### config.mk
export PLATFORM = sky130hd
export DESIGN_NAME = reg_bank_arbiter
export DESIGN_NICKNAME = d
export VERILOG_FILES = /design/src/rtl/reg_bank_arbiter_pkg.sv /design/src/rtl/reg_bank_arbiter_rr_grant.sv /design/src/rtl/reg_bank_arbiter.sv
export SDC_FILE = /design/constraint.sdc
export NUM_CORES = 1
export LEC_CHECK = 0
export CORE_UTILIZATION = 35
export DETAILED_ROUTE_END_ITERATION = 8
export PLACE_DENSITY = 0.83
export SYNTH_ARGS = -nofsm -noshare
export SYNTH_HDL_FRONTEND = slang
export SYNTH_SLANG_ARGS = --single-unit
### constraint.sdc
create_clock -name clk -period 1.3 [get_ports clk]
set_input_delay 0.26 -clock clk [delete_from_list [all_inputs] [get_ports clk]]
set_output_delay 0.26 -clock clk [all_outputs]
set_load 0.02 [all_outputs]
### src/rtl/reg_bank_arbiter_pkg.sv
// Shared types and defaults for the register-bank arbiter.
// Contents: FSM state encoding, request payload struct, default
// parameter values and a small modulo-increment helper.
package reg_bank_arbiter_pkg;

    localparam int unsigned ARB_NUM_REQ = 2;
    localparam int unsigned ARB_ADDR_W  = 8;
    localparam int unsigned ARB_DATA_W  = 8;
    localparam int unsigned ARB_RD_LAT  = 1;

    typedef enum logic [1:0] {
        IDLE  = 2'd0,
        ISSUE = 2'd1,
        WAIT  = 2'd2,
        RESP  = 2'd3
    } arb_state_t;

    typedef struct packed {
        logic                  write;
        logic [ARB_ADDR_W-1:0] addr;
        logic [ARB_DATA_W-1:0] wdata;
    } reg_req_t;

    // (idx + 1) mod n, written without a divider
    function automatic int unsigned next_idx(input int unsigned idx, input int unsigned n);
        return (idx + 1 >= n) ? 0 : idx + 1;
    endfunction

endpackage

### src/rtl/reg_bank_arbiter_rr_grant.sv
// Combinational requester pick for reg_bank_arbiter.
// Default build: round-robin, search starts at rr_ptr and wraps.
// With ARB_STRICT_PRIO_EN defined: fixed priority, lowest index wins,
// rr_ptr is ignored.
// Ports:
//   req     - pending request vector
//   rr_ptr  - round-robin search start index
//   grant_c - one-hot winner
//   idx_c   - encoded winner index
//   any_c   - at least one request pending
module reg_bank_arbiter_rr_grant
    import reg_bank_arbiter_pkg::*;
#(
    parameter int unsigned NUM_REQ = ARB_NUM_REQ,
    parameter int unsigned IDX_W   = $clog2(NUM_REQ)
) (
    input  logic [NUM_REQ-1:0] req,
    input  logic [IDX_W-1:0]   rr_ptr,
    output logic [NUM_REQ-1:0] grant_c,
    output logic [IDX_W-1:0]   idx_c,
    output logic               any_c
);

`ifdef ARB_STRICT_PRIO_EN
    logic unused_rr_ptr;
    assign unused_rr_ptr = ^rr_ptr;
`endif

    logic [IDX_W-1:0] cand;

    // Walk candidates in search order; the first pending one wins
    always_comb begin
        grant_c = '0;
        idx_c   = '0;
        any_c   = 1'b0;
        cand    = '0;
        for (int unsigned k = 0; k < NUM_REQ; k++) begin
`ifdef ARB_STRICT_PRIO_EN
            cand = IDX_W'(k);
`else
            cand = IDX_W'((32'(rr_ptr) + k) % NUM_REQ);
`endif
            if (!any_c && req[cand]) begin
                any_c         = 1'b1;
                grant_c[cand] = 1'b1;
                idx_c         = cand;
            end
        end
    end

endmodule

### src/rtl/reg_bank_arbiter.sv
// Shares one register_bank port between NUM_REQ requesters.
// One transaction at a time: accept, issue one bank strobe, wait the
// bank read latency, return a completion pulse with read data.
// Build option: ARB_STRICT_PRIO_EN selects fixed priority (req 0 wins)
// instead of round-robin; ports and timing are identical.
// Ports:
//   clk, rst              - clock, synchronous active-high reset
//   req_valid/write/addr/wdata - per-requester command (packed buses)
//   req_ready             - one-hot accept pulse
//   rsp_valid, rsp_rdata  - one-hot completion pulse, shared read data
//   mem_write_en/read_en/addr/write_data, mem_read_data - bank port
//   busy                  - arbiter not IDLE
module reg_bank_arbiter
    import reg_bank_arbiter_pkg::*;
#(
    parameter int unsigned NUM_REQ = ARB_NUM_REQ,
    parameter int unsigned ADDR_W  = ARB_ADDR_W,
    parameter int unsigned DATA_W  = ARB_DATA_W,
    parameter int unsigned RD_LAT  = ARB_RD_LAT
) (
    input  logic                        clk,
    input  logic                        rst,
    input  logic [NUM_REQ-1:0]          req_valid,
    input  logic [NUM_REQ-1:0]          req_write,
    input  logic [NUM_REQ*ADDR_W-1:0]   req_addr,
    input  logic [NUM_REQ*DATA_W-1:0]   req_wdata,
    output logic [NUM_REQ-1:0]          req_ready,
    output logic [NUM_REQ-1:0]          rsp_valid,
    output logic [DATA_W-1:0]           rsp_rdata,
    output logic                        mem_write_en,
    output logic                        mem_read_en,
    output logic [ADDR_W-1:0]           mem_addr,
    output logic [DATA_W-1:0]           mem_write_data,
    input  logic [DATA_W-1:0]           mem_read_data,
    output logic                        busy
);

    localparam int unsigned IDX_W = $clog2(NUM_REQ);
    localparam int unsigned LAT_W = (RD_LAT > 1) ? $clog2(RD_LAT) : 1;

    arb_state_t          state_q, state_d;
    logic [IDX_W-1:0]    owner_q, owner_d;
    logic                write_q, write_d;
    logic [LAT_W-1:0]    lat_cnt_q, lat_cnt_d;
    logic [NUM_REQ-1:0]  req_ready_q, req_ready_d;
    logic [NUM_REQ-1:0]  rsp_valid_q, rsp_valid_d;
    logic [DATA_W-1:0]   rsp_rdata_q, rsp_rdata_d;
    logic                mem_write_en_q, mem_write_en_d;
    logic                mem_read_en_q, mem_read_en_d;
    logic [ADDR_W-1:0]   mem_addr_q, mem_addr_d;
    logic [DATA_W-1:0]   mem_write_data_q, mem_write_data_d;
    logic                busy_q, busy_d;
    logic [IDX_W-1:0]    ptr_c;

`ifndef ARB_STRICT_PRIO_EN
    logic [IDX_W-1:0]    rr_ptr_q, rr_ptr_d;
    assign ptr_c = rr_ptr_q;
`else
    assign ptr_c = '0;
`endif

    logic [NUM_REQ-1:0]  grant_c;
    logic [IDX_W-1:0]    idx_c;
    logic                any_c;

    // Unpack per-requester address/data for indexed selection
    logic [ADDR_W-1:0]   addr_arr [NUM_REQ];
    logic [DATA_W-1:0]   wdata_arr [NUM_REQ];
    for (genvar g = 0; g < NUM_REQ; g++) begin : g_unpack
        assign addr_arr[g]  = req_addr[g*ADDR_W +: ADDR_W];
        assign wdata_arr[g] = req_wdata[g*DATA_W +: DATA_W];
    end

    reg_bank_arbiter_rr_grant #(
        .NUM_REQ (NUM_REQ),
        .IDX_W   (IDX_W)
    ) u_grant (
        .req     (req_valid),
        .rr_ptr  (ptr_c),
        .grant_c (grant_c),
        .idx_c   (idx_c),
        .any_c   (any_c)
    );

    // Next state and registered outputs; outputs take effect in the
    // state being entered, so mem strobes appear during ISSUE
    always_comb begin
        state_d          = state_q;
        owner_d          = owner_q;
        write_d          = write_q;
        lat_cnt_d        = lat_cnt_q;
        req_ready_d      = '0;
        rsp_valid_d      = '0;
        rsp_rdata_d      = rsp_rdata_q;
        mem_write_en_d   = 1'b0;
        mem_read_en_d    = 1'b0;
        mem_addr_d       = '0;
        mem_write_data_d = '0;
`ifndef ARB_STRICT_PRIO_EN
        rr_ptr_d         = rr_ptr_q;
`endif
        unique case (state_q)
            IDLE: begin
                if (any_c) begin
                    owner_d          = idx_c;
                    write_d          = req_write[idx_c];
                    req_ready_d      = grant_c;
                    mem_write_en_d   = req_write[idx_c];
                    mem_read_en_d    = !req_write[idx_c];
                    mem_addr_d       = addr_arr[idx_c];
                    mem_write_data_d = wdata_arr[idx_c];
                    state_d          = ISSUE;
                end
            end
            ISSUE: begin
                if (write_q) begin
                    state_d = RESP;
                end else begin
                    lat_cnt_d = LAT_W'(RD_LAT - 1);
                    state_d   = WAIT;
                end
            end
            WAIT: begin
                if (lat_cnt_q == '0) begin
                    rsp_rdata_d = mem_read_data;
                    state_d     = RESP;
                end else begin
                    lat_cnt_d = lat_cnt_q - LAT_W'(1);
                end
            end
            RESP: begin
                rsp_valid_d = NUM_REQ'(1) << owner_q;
                if (write_q) begin
                    rsp_rdata_d = '0;
                end
`ifndef ARB_STRICT_PRIO_EN
                rr_ptr_d = IDX_W'(next_idx(32'(owner_q), NUM_REQ));
`endif
                state_d = IDLE;
            end
            default: state_d = IDLE;
        endcase
        busy_d = (state_d != IDLE);
    end

    // State and output registers
    always_ff @(posedge clk) begin
        if (rst) begin
            state_q          <= IDLE;
            owner_q          <= '0;
            write_q          <= 1'b0;
            lat_cnt_q        <= '0;
            req_ready_q      <= '0;
            rsp_valid_q      <= '0;
            rsp_rdata_q      <= '0;
            mem_write_en_q   <= 1'b0;
            mem_read_en_q    <= 1'b0;
            mem_addr_q       <= '0;
            mem_write_data_q <= '0;
            busy_q           <= 1'b0;
`ifndef ARB_STRICT_PRIO_EN
            rr_ptr_q         <= '0;
`endif
        end else begin
            state_q          <= state_d;
            owner_q          <= owner_d;
            write_q          <= write_d;
            lat_cnt_q        <= lat_cnt_d;
            req_ready_q      <= req_ready_d;
            rsp_valid_q      <= rsp_valid_d;
            rsp_rdata_q      <= rsp_rdata_d;
            mem_write_en_q   <= mem_write_en_d;
            mem_read_en_q    <= mem_read_en_d;
            mem_addr_q       <= mem_addr_d;
            mem_write_data_q <= mem_write_data_d;
            busy_q           <= busy_d;
`ifndef ARB_STRICT_PRIO_EN
            rr_ptr_q         <= rr_ptr_d;
`endif
        end
    end

    assign req_ready      = req_ready_q;
    assign rsp_valid      = rsp_valid_q;
    assign rsp_rdata      = rsp_rdata_q;
    assign mem_write_en   = mem_write_en_q;
    assign mem_read_en    = mem_read_en_q;
    assign mem_addr       = mem_addr_q;
    assign mem_write_data = mem_write_data_q;
    assign busy           = busy_q;

endmodule
==> flow_metrics.py, run 1 <==
metrics = {
    "detailed_routing": {
        "wl_per_cell_um": 14.3,
        "drt_iter0_markers": 48,
        "first_pass_iters": 4,
        "wirelength_um": 4320,
        "final_antenna_net_count": 0,
        "vias": 1505,
        "detail_route.vias_per_cell": 4.98,
        "drc": 0,
    },
    "die": {
        "ioPinCount": 77,
        "core_area_mm2": 0.00406,
        "die_area_mm2": 0.00454,
        "initial_core_util": 0.368,
        "die_w_um": 67.4,
        "fp.dieH_um": 67.4,
        "std_cell_rows": 23,
    },
    "yosys": {
        "synth-seq-area-share": 0.482,
        "syn_avg_cell_area_um2": 9.34,
        "synth-seq-cells": 36,
        "syn_area_mm2": 0.00150,
        "synth.net_count": 211,
        "synth_cells": 160,
        "yosysUniqueCellTypes": 31,
        "synth_warnings": 0,
        "yosysMostFrequentCell": "dfxtp_1",
        "ys.flop_type": "dfxtp_1",
        "synthDominantCellAreaShare": 0.482,
        "ys_top_cells_by_count": "36 x dfxtp_1, 17 x nand3_1, 11 x nor2_1, 11 x o21ai_1",
        "synth_area_leaders": "dfxtp_1 48%, nand3_1 5.7%, mux2i_1 5.4%",
        "synth-async-reset-ratio": 0,
        "synth_edf_count": 0,
        "synth_top_area_cell": "dfxtp_1",
    },
    "clock_network": {
        "cts_tree": "yes",
        "cts.root.buffer_cell": "clkbuf_8",
        "numCtsBuffers": 5,
        "clk_latency_ps": 280,
        "post_cts_buffers": 0,
        "numClockSinks": 36,
        "path_clk_slew_ps": 70,
        "clockBufferDepth": 2,
        "holdBufCountCts": 0,
        "h-tree-depth": 2,
    },
    "global_route": {
        "grt_pass1_wl_um": 6440,
        "grt_pass1_vias": 1388,
        "grt_overflow": 0,
        "antenna_found_initial": 0,
        "grtUsageTotal": 0.198,
        "grt_max_degree": 17,
    },
    "flow_run": {
        "drv_cap": 0,
    },
    "finish": {
        "antennaDiodeCount": 0,
        "instances_no_fill": 302,
        "drive_above_1_share": 0.242,
        "final_net_count": 303,
        "syn_to_final_growth_pct": 77.4,
    },
    "sta": {
        "tightest_slew_ps": 332,
        "setup_viol": 1,
        "finalCritPeriodShare": 1.00,
        "period_needed_ps": 1300,
        "max_freq_ghz": 0.767,
        "fin_ws_ps": -3.78,
        "finClkSkew_ps": 1.78,
        "hold_viol": 0,
        "slew_headroom": 0.779,
        "slew_viol_final": 0,
        "rsz0062_at_grt": "true",
    },
    "critical_path": {
        "cp_cell_sequence": "inv_2 > buf_6 > ha_4 > o21ai_2 > or2_4 > buf_12 > a21oi_2",
        "cpPeakStageDelay_ps": 330,
        "cp_slowest_cell": "dfxtp_2",
        "critical_path.top_delay_family": "flip-flops",
        "worstPathArrival_ps": 1520,
        "crit_type": "reg -> reg",
        "critical_path_buf_inv_count": 3,
        "cp_data_required_time_ps": 1520,
        "crit_fanout": 9,
        "startpoint_type": "register",
        "worstSetupEndpointType": "register",
    },
    "hold_path": {
        "hold_path_class": "reg -> reg",
    },
    "status": {
        "status": "finished, violations left",
        "violations": "negative setup slack",
    },
    "placed_design": {
        "numPortBuffers": 76,
        "dp_slack_ps": -258,
        "gp_congestion": 0.775,
        "dpl.hpwl_um": 3040,
        "dp_cells": 294,
    },
    "power_and_ir_drop": {
        "max-vdd-ir-drop_mv": 0.876,
        "power.leakage_nw": 1.13,
        "power_density_mw_per_mm2": 1610,
    },
}
-- final cells by class --
type	count	area, um^2
Clock buffer	7	96.3
Fill cell	341	1410
Inverter	4	15.0
Multi-Input combinational cell	107	781
Sequential cell	36	723
Tap cell	50	62.6
Timing Repair Buffer	98	975
-- through the flow --
step	power [mW]	hold slack, ps	setup TNS, ps	cell area (um^2)	util
6_report	4.27	468	-3.78	2650	0.654
3_3_place_gp	3.26	451	-4310	2480	0.611
2_1_floorplan	2.45	406	0	1510	-
3_5_place_dp	3.30	467	-4910	2480	0.611
5_1_grt	4.51	495	-1020	2650	0.654
4_1_cts	4.20	473	-23.6	2600	0.641
-- final timing paths --
| check | depth (start not counted) | startpoint | slack, ps | to |
|---|---|---|---|---|
| min | 2 | rsp_rdata[1] | 470 | rsp_rdata[1] |
| max | 7 | state_q[0] | -4 | mem_addr[3] |
| max reg2reg | 7 | state_q[0] | -4 | mem_addr[3] |
| min reg2reg | 2 | rsp_rdata[1] | 470 | rsp_rdata[1] |
-- kinds of logic after synthesis --
logic type,after synthesis,synth area share
buf+inv,17,0.0527
mux,8,0.0536
flops,36,0.482
simple gates,45,0.151
compound gates,49,0.218
fa+ha+maj,5,0.0418
-- where the power goes --
| group | switching (mW) | internal [mW] |
|---|---|---|
| registers | 0.131 | 1.33 |
| clock network | 0.387 | 0.472 |
| logic | 0.932 | 1.01 |
| total | 1.45 | 2.82 |
-- registers in the layout, summed over array words and instances (netlist names) --
name            flops
rsp_valid           2
rsp_rdata           8
mem_write_en        1
req_ready           2
ptr_c               1
write_q             1
owner_q             1
state_q             2
mem_read_en         1
mem_write_data      8
busy                1
mem_addr            8
-- cells in the final DEF (no fill, tap or decap), types with 3 or more instances in the layout --
cell	synthesis	layout
o21ai_1	11	13
buf_4	0	15
nor2_1	11	11
mux2i_1	8	7
a2bb2oi_1	5	4
a21oi_2	9	14
a21oi_1	9	4
dfxtp_1	36	34
clkbuf_8	0	7
nand3_1	17	17
buf_12	0	5
dlygate4sd2_1	0	30
nand2_1	5	5
clkdlybuf4s50_1	0	45
o21ai_0	6	3
-- layer usage --
metal | wire length (um) | track usage | vias to the layer above
met5 | 0 | 0 | -
met4 | 115 | 0.0931 | 0
met3 | 156 | 0.0524 | 10
met2 | 2180 | 0.330 | 43
met1 | 1870 | 0.234 | 706
li1 | - | - | 746
-- tightest hold or removal path: stages, from the launching register on --
cell and delay, ps:
dfxtp_1 310, nand2_1 60, a21oi_1 60
-- timing repair --
item,CTS,global route
gates resized for setup,43,15
cloned,1,0
pin swaps,1,3
endpoints found under the setup margin,56,25
No activity file was read; power rests on OpenSTA's default activity.
==> inputs of run 2 (changes only) <==
CAP_MARGIN = 30   (was not set)
==> results of run 2 <==
Same layout as run 1: the final DEF is identical, and so are final timing and power.
==> inputs of run 3 (changes only) <==
REMOVE_ABC_BUFFERS = 1   (was not set)
==> run 3 against run 2 <==
  * The run now ends clean
  * Clock skew up 1.4 ps
  * Core utilization is 0.99 points lower
  * Critical path depth fell by 1
  * Clock power is 5.2% lower
  * Hold slack got worse by 80 ps
  * Die area unchanged
  * Sequential share of layout area is 0.51 points higher
  * Via count up 0.47%
  * Cell count is 0.99% higher
==> flow_metrics.py, run 3 (same netlist as run 1, synthesis figures left out) <==
metrics = {
    "status": {
        "status": "complete, no violations",
    },
    "detailed_routing": {
        "detail_route.vias_per_cell": 4.96,
        "final_antenna_net_count": 0,
        "wl_per_cell_um": 14.1,
        "drc": 0,
        "wirelength_um": 4310,
        "vias": 1512,
        "first_pass_iters": 4,
        "drt_iter0_markers": 66,
    },
    "critical_path": {
        "reg2reg_slack_ps": 10,
        "crit_fanout": 5,
        "worstSetupEndpointType": "register",
        "worstPathArrival_ps": 1470,
        "r2r-start": "state_q[0]",
        "cp_data_required_time_ps": 1480,
        "startpoint_type": "register",
        "crit_type": "reg -> reg",
        "startpoint": "state_q[0]",
    },
    "global_route": {
        "grt_pass1_wl_um": 6240,
        "antenna_found_initial": 0,
        "grtUsageTotal": 0.185,
        "grt_max_degree": 19,
        "grt_pass1_vias": 1388,
        "grt_overflow": 0,
    },
    "sta": {
        "max_freq_ghz": 0.778,
        "tightest_slew_ps": 285,
        "period_needed_ps": 1290,
        "setup_viol": 0,
        "finClkSkew_ps": 3.22,
        "hold_viol": 0,
        "finalCritPeriodShare": 0.989,
        "slew_viol_final": 0,
        "rsz0062_at_grt": "true",
        "slew_headroom": 0.810,
    },
    "die": {
        "core_area_mm2": 0.00406,
        "initial_core_util": 0.368,
        "die_w_um": 67.4,
        "die_area_mm2": 0.00454,
        "ioPinCount": 77,
        "fp.dieH_um": 67.4,
        "std_cell_rows": 23,
    },
    "placed_design": {
        "gp_congestion": 0.769,
        "dpl.hpwl_um": 3050,
        "dp_cells": 296,
        "numPortBuffers": 76,
    },
    "power_and_ir_drop": {
        "power_density_mw_per_mm2": 1590,
        "max-vdd-ir-drop_mv": 1.05,
        "power.leakage_nw": 1.13,
    },
    "finish": {
        "fill_cells": 338,
        "drive_above_1_share": 0.216,
        "final_cell_mix": "43 x clkdlybuf4s50_1, 34 x dfxtp_1, 30 x dlygate4sd2_1",
        "register_area_um2": 726,
        "mostFrequentLayoutCell": "clkdlybuf4s50_1",
        "multi_input_area_um2": 753,
        "antennaDiodeCount": 0,
        "syn_to_final_growth_pct": 74.7,
        "final_util": 0.644,
        "instances_no_fill": 305,
        "final_net_count": 305,
    },
    "clock_network": {
        "clk_latency_ps": 280,
        "clockBufferDepth": 2,
        "cts_tree": "yes",
        "numClockSinks": 36,
        "holdBufCountCts": 0,
        "path_clk_slew_ps": 70,
        "numCtsBuffers": 5,
        "h-tree-depth": 2,
        "cts.root.buffer_cell": "clkbuf_8",
    },
    "flow_run": {
        "drv_cap": 0,
    },
    "hold_path": {
        "min_from": "req_valid[0]",
        "hold_path_class": "in -> reg",
    },
}
-- run 3: changes by cell type in the layout (fill, tap and decap cells not counted), moves of 2 or more --
cell             delta
clkdlybuf4s50_1     -2
o21ai_1             -2
a21oi_2             -4
o21ai_0             +3
buf_4               +3
clkbuf_1            +2
a21oi_1             +4
-- run 3: final cells by class --
type                       instances  share of cell area
clock buffer                       8              0.0345
inverter                           4             0.00670
multi-input combinational        107               0.288
sequential                        36               0.278
tap                               50              0.0239
timing repair buffer             100               0.369
-- run 3: worst paths after layout --
kind	to	depth (start not counted)
setup / recovery	rsp_rdata[3]	6
hold / removal	req_ready[0]	2
setup reg to reg	rsp_rdata[3]	6
hold reg to reg	rsp_rdata[1]	2
-- run 3: through the flow --
stage	setup TNS, ps	hold slack, ps	worst slack [ps]	area, um^2	power, mW
6_report	0	388	14.0	2610	4.15
5_1_grt	-346	414	-41.0	2610	4.37
4_1_cts	-16.8	470	-8.49	2520	3.91
3_5_place_dp	-5390	463	-282	2460	3.22
3_3_place_gp	-5040	444	-280	2460	3.19
2_1_floorplan	-2820	329	-154	1430	2.35
-- run 3: timing repair --
| item | 4_1_cts | 5_1_grt |
|---|---|---|
| resized for setup | 34 | 21 |
| endpoints found under the setup margin | 39 | 28 |
| pin swaps | 0 | 5 |
| setup buffers | 0 | 1 |
-- run 3: power by group --
group | total [mW] | internal (mW) | switching [mW]
Sequential | 1.49 | 1.34 | 0.147
Combinational | 1.85 | 0.940 | 0.905
Clock | 0.814 | 0.432 | 0.382
Total | 4.15 | 2.71 | 1.43
-- run 3: critical path: stages, from the launching register on --
cell       delay [ps]
dfxtp_2           340
buf_4             140
ha_2              190
nor2b_1           140
buf_4             160
a2bb2oi_1         150
nor2_1             60
-- run 3: layer usage --
layer | up-vias | share of wire | GRT usage | wire length, um
met1 | 695 | 0.42 | 0.225 | 1800
met2 | 55 | 0.51 | 0.315 | 2200
li1 | 750 | - | - | -
met5 | - | 0 | 0 | 0
met4 | 0 | 0.026 | 0.0798 | 113
met3 | 12 | 0.047 | 0.0338 | 201
